===== config.mk =====
export PLATFORM = sky130hd
export DESIGN_NAME = uart_fifo_tx
export DESIGN_NICKNAME = d
export VERILOG_FILES = /design/src/rtl/uart_fifo_tx.sv
export SDC_FILE = /design/constraint.sdc
export NUM_CORES = 1
export LEC_CHECK = 0
export CORE_MARGIN = 2
export CORE_UTILIZATION = 40
export CTS_CLUSTER_SIZE = 25
export DETAILED_ROUTE_END_ITERATION = 7
export PLACE_DENSITY = 0.57
export SETUP_SLACK_MARGIN = 0.4
export SYNTH_ARGS = -nofsm -noshare
export SYNTH_HDL_FRONTEND = slang
export SYNTH_SLANG_ARGS = --single-unit

===== constraint.sdc =====
create_clock -name clk -period 3 [get_ports clk]
set_clock_uncertainty 0.2 [all_clocks]
set_input_delay 0.9 -clock clk [delete_from_list [all_inputs] [get_ports clk]]
set_output_delay 0.9 -clock clk [all_outputs]
set_load 0.05 [all_outputs]

===== src/rtl/uart_fifo_tx.sv =====
// 8N1-style serial transmitter that drains a first-word-fall-through FIFO.
// Start bit, WIDTH data bits LSB first, stop bit; back-to-back frames with no idle gap.
module uart_fifo_tx #(
    parameter int CLKS_PER_BIT = 104,
    parameter int WIDTH        = 8
) (
    input  logic             clk,
    input  logic             rst,
    input  logic [WIDTH-1:0] fifo_data,
    input  logic             fifo_empty,
    output logic             fifo_pop,
    output logic             tx,
    output logic             busy
);

    localparam int BAUD_W = (CLKS_PER_BIT > 1) ? $clog2(CLKS_PER_BIT) : 1;
    localparam int IDX_W  = $clog2(WIDTH);
    localparam logic [BAUD_W-1:0] BAUD_LAST = BAUD_W'(CLKS_PER_BIT - 1);
    localparam logic [IDX_W-1:0]  IDX_LAST  = IDX_W'(WIDTH - 1);

    typedef enum logic [1:0] {IDLE, START, DATA, STOP} state_t;

    state_t             state_q, state_d;
    logic [BAUD_W-1:0]  baud_q, baud_d;
    logic [IDX_W-1:0]   idx_q, idx_d;
    logic [WIDTH-1:0]   shift_q, shift_d;
    logic               tx_q, tx_d;
    logic               busy_q, busy_d;
    logic               pop_q, pop_d;
    logic               bit_done;
    logic               load;

    assign bit_done = (baud_q == BAUD_LAST);

    always_comb begin
        state_d = state_q;
        baud_d  = baud_q;
        idx_d   = idx_q;
        shift_d = shift_q;
        tx_d    = tx_q;
        busy_d  = busy_q;
        pop_d   = 1'b0;
        load    = 1'b0;

        if (state_q != IDLE) begin
            baud_d = bit_done ? '0 : baud_q + 1'b1;
        end

        case (state_q)
            IDLE: begin
                tx_d   = 1'b1;
                busy_d = 1'b0;
                load   = !fifo_empty;
            end
            START: begin
                if (bit_done) begin
                    state_d = DATA;
                    idx_d   = '0;
                    tx_d    = shift_q[0];
                end
            end
            DATA: begin
                if (bit_done) begin
                    if (idx_q == IDX_LAST) begin
                        state_d = STOP;
                        tx_d    = 1'b1;
                    end else begin
                        idx_d = idx_q + 1'b1;
                        tx_d  = shift_q[idx_q + 1'b1];
                    end
                end
            end
            STOP: begin
                if (bit_done) begin
                    if (!fifo_empty) begin
                        load = 1'b1;
                    end else begin
                        state_d = IDLE;
                        busy_d  = 1'b0;
                        tx_d    = 1'b1;
                    end
                end
            end
            default: begin
                state_d = IDLE;
            end
        endcase

        // A load drops tx on this same edge so the start bit lasts a full bit time.
        if (load) begin
            shift_d = fifo_data;
            state_d = START;
            baud_d  = '0;
            idx_d   = '0;
            tx_d    = 1'b0;
            busy_d  = 1'b1;
            pop_d   = 1'b1;
        end
    end

    always_ff @(posedge clk) begin
        if (rst) begin
            state_q <= IDLE;
            baud_q  <= '0;
            idx_q   <= '0;
            shift_q <= '0;
            tx_q    <= 1'b1;
            busy_q  <= 1'b0;
            pop_q   <= 1'b0;
        end else begin
            state_q <= state_d;
            baud_q  <= baud_d;
            idx_q   <= idx_d;
            shift_q <= shift_d;
            tx_q    <= tx_d;
            busy_q  <= busy_d;
            pop_q   <= pop_d;
        end
    end

    assign tx       = tx_q;
    assign busy     = busy_q;
    assign fifo_pop = pop_q;

endmodule


==> out/qor.yml <==
status: "completed"
required_ps: 1900
yosysUniqueCellTypes: 41
diodes: 0
worst_pin_slew_ps: 491
globalplace.congestion: 0.777
antenna_found_initial: 0
fin_crit_sh_pct: 85.0
setup_ws_ps: 450
async_flop_share_pct: 0
leakage_nw: 0.551
critical_path_arrival_ps: 1450
synth_nets: 148
drive_gt1_share_pct: 7.69
numClockSinks: 23
slowest_stage: "clkdlybuf4s50_1"
grt_pass1_wl_mm: 4.24
clk_latency_ps: 310
multi_input_area_um2: 707
regArea_um2: 460
layout.nets: 162
layout_min_cycle_time_ps: 2550
met3_length_um: 75
slew_headroom_pct: 67.1
cts-root-buf: "clkbuf_4"
drt-met1-wl_mm: 1.11
vias: 962
cts_tree: "done"
ioPinCount: 14
nFillCells: 290
pre_cts_ws_ps: 162
cts_buffer_depth: 2
io_buffers: 13
avgSynthCellArea_um2: 9.34
synth_flop_cell: "dfxtp_1"
ir_drop_uv: 328
grt_pass1_vias: 969
grt_max_degree: 15
routed_wirelength_mm: 2.36
grtUsageTotal_pct: 15.9
rsz0062_at_grt: "false"
yosysWarnings: 0
wl_met2_mm: 1.15
path_delay_family: "buffers and inverters"
timing.fmax_mhz: 392
power_frac_seq_pct: 57.7
gr-total-overflow: 0
startpoint_type: "flip-flop"
drtAntennaViolNets: 0
cp_max_fo: 2
tns_ps: 0
drv_slew: 0
core_um2: 2830
endpoint_kind: "primary output"
slowest_delay_ps: 800
row_count: 19
die_x_um: 59.1
final_common_cell: "dfxtp_1"
reg2regPathDepth: 6
die-area_um2: 3490
synth-edff-count: 0
power-per-cell-area_nw_per_um2: 413
switchingPower_uw: 153
netlist_instances: 130
pwr-share-clk_pct: 24.8
final_hold_viol_count: 0
drtIter0Drc: 50
switching_share_pct: 26.6
areaGrowthSynthToFinish_pct: 14.3
htree_levels: 1
holdCritPathClass: "reg2reg"
dr.pass1.iters: 4
netlist_area_um2: 1210
drc_errors: 0
vias_per_cell: 5.53
numCtsBuffers: 3
layout_common_cells: "23 x dfxtp_1, 19 x nor2_1, 12 x clkdlybuf4s50_1"
wl_per_cell_um: 13.5
power_frac_comb_pct: 17.5
crit_path_cell_trace: "clkdlybuf4s50_1"
holdPathStages: 2
worstSetupPathType: "reg2out"
cap_violations: 0
synth_seq_cells: 23
finalSetupViolCount: 0
initial_utilization_pct: 42.9
ys_seq_area_share_pct: 37.9
hpwlAfterDp_mm: 1.83
routed.top_layer: "met4"
timing.critical_path.buf_inv: 1
clk_pin_slew_ps: 120
die_y_um: 59.1
internal_power_uw: 420
crit_cells: 1
-- worst paths after layout --
path	from	to	slack, ps
setup / recovery	busy$_SDFFE_PP0P_	busy	450
hold / removal	baud_q[1]$_SDFFE_PP0P_	baud_q[1]$_SDFFE_PP0P_	290
setup reg to reg	state_q[1]$_SDFFE_PP0P_	state_q[0]$_SDFFE_PP0P_	740
hold reg to reg	baud_q[1]$_SDFFE_PP0P_	baud_q[1]$_SDFFE_PP0P_	290
-- stage by stage --
step           cells  power, mW  instance area [um^2]  utilization [%]  hold WS, ps
2_1_floorplan    130      0.407                  1210                -          254
3_3_place_gp     170      0.438                  1360             48.2          266
3_5_place_dp     170      0.440                  1360             48.2          275
4_1_cts          174      0.585                  1390             49.0          293
5_1_grt          174      0.609                  1390             49.0          317
6_report         174      0.572                  1390             49.0          291
-- cell families (layout without fill, tap and decap cells) --
logic type      after synthesis  in the layout  synth area share, %
simple gates                 48             48                 20.1
flops                        23             23                 37.9
buf+inv                      10             23                 3.81
compound gates               26             26                 16.3
fa+ha+maj                     7              7                 7.22
xor+xnor                      6              6                 4.33
mux                          10             10                 10.3
-- power by group through the flow --
stage / sequential (mW) / combinational [mW] / clock [mW]
after CTS: 0.331 / 0.101 / 0.153
after global routing: 0.333 / 0.110 / 0.166
after detailed placement: 0.337 / 0.102 / 0
after floorplan: 0.348 / 0.0581 / 0
after global placement: 0.337 / 0.101 / 0
final: 0.330 / 0.100 / 0.142
-- cells in the mapped netlist, types with 2 or more instances --
cell      count  share of area [%]
clkbuf_1      3               0.93
nand4_1       2                1.0
o21ai_0       6                2.5
nand2_1      10                3.1
mux2i_1       8                6.6
xor2_1        3                2.2
a21oi_1       5                2.1
inv_1         5                1.5
o41ai_1       2                1.4
nand3_1       2               0.82
nor2_1       19                5.9
nor2b_1       3                1.5
dfxtp_1      23                 38
and2_1        2                1.0
ha_1          7                7.2
and4b_1       2                1.6
mux4_2        2                3.7
xnor2_1       3                2.2
-- final cells by class --
class | instances | share of cell area, %
Tap cell | 31 | 2.80
Multi-Input combinational cell | 97 | 50.9
Sequential cell | 23 | 33.2
Timing Repair Buffer | 14 | 9.83
Inverter | 5 | 1.35
Clock buffer | 4 | 1.89
-- layer usage --
layer	GRT usage (%)	up-vias
met5	0	-
met4	3.90	0
met3	4.59	2
met2	27.8	13
met1	19.2	451
li1	-	496
-- tightest hold or removal path: cells and delay by family, from the launching register on --
| kind | cells | cell delay (ps) |
|---|---|---|
| flip-flops | 1 | 340 |
| AND/OR/NAND/NOR | 1 | 60 |
| AO/OA/AOI/OAI | 1 | 50 |
-- state kept, by name (all words and copies together) (netlist names) --
register	count
shift_q	8
baud_q	7
idx_q	3
state_q	2
busy	1
fifo_pop	1
tx	1
-- repair_timing --
item                       CTS  global route
setup endpoints to repair    1             0
setup buffers                0             0
hold buffers                 0             0
gates resized for setup      1             0
No activity file was read; power rests on OpenSTA's default activity.
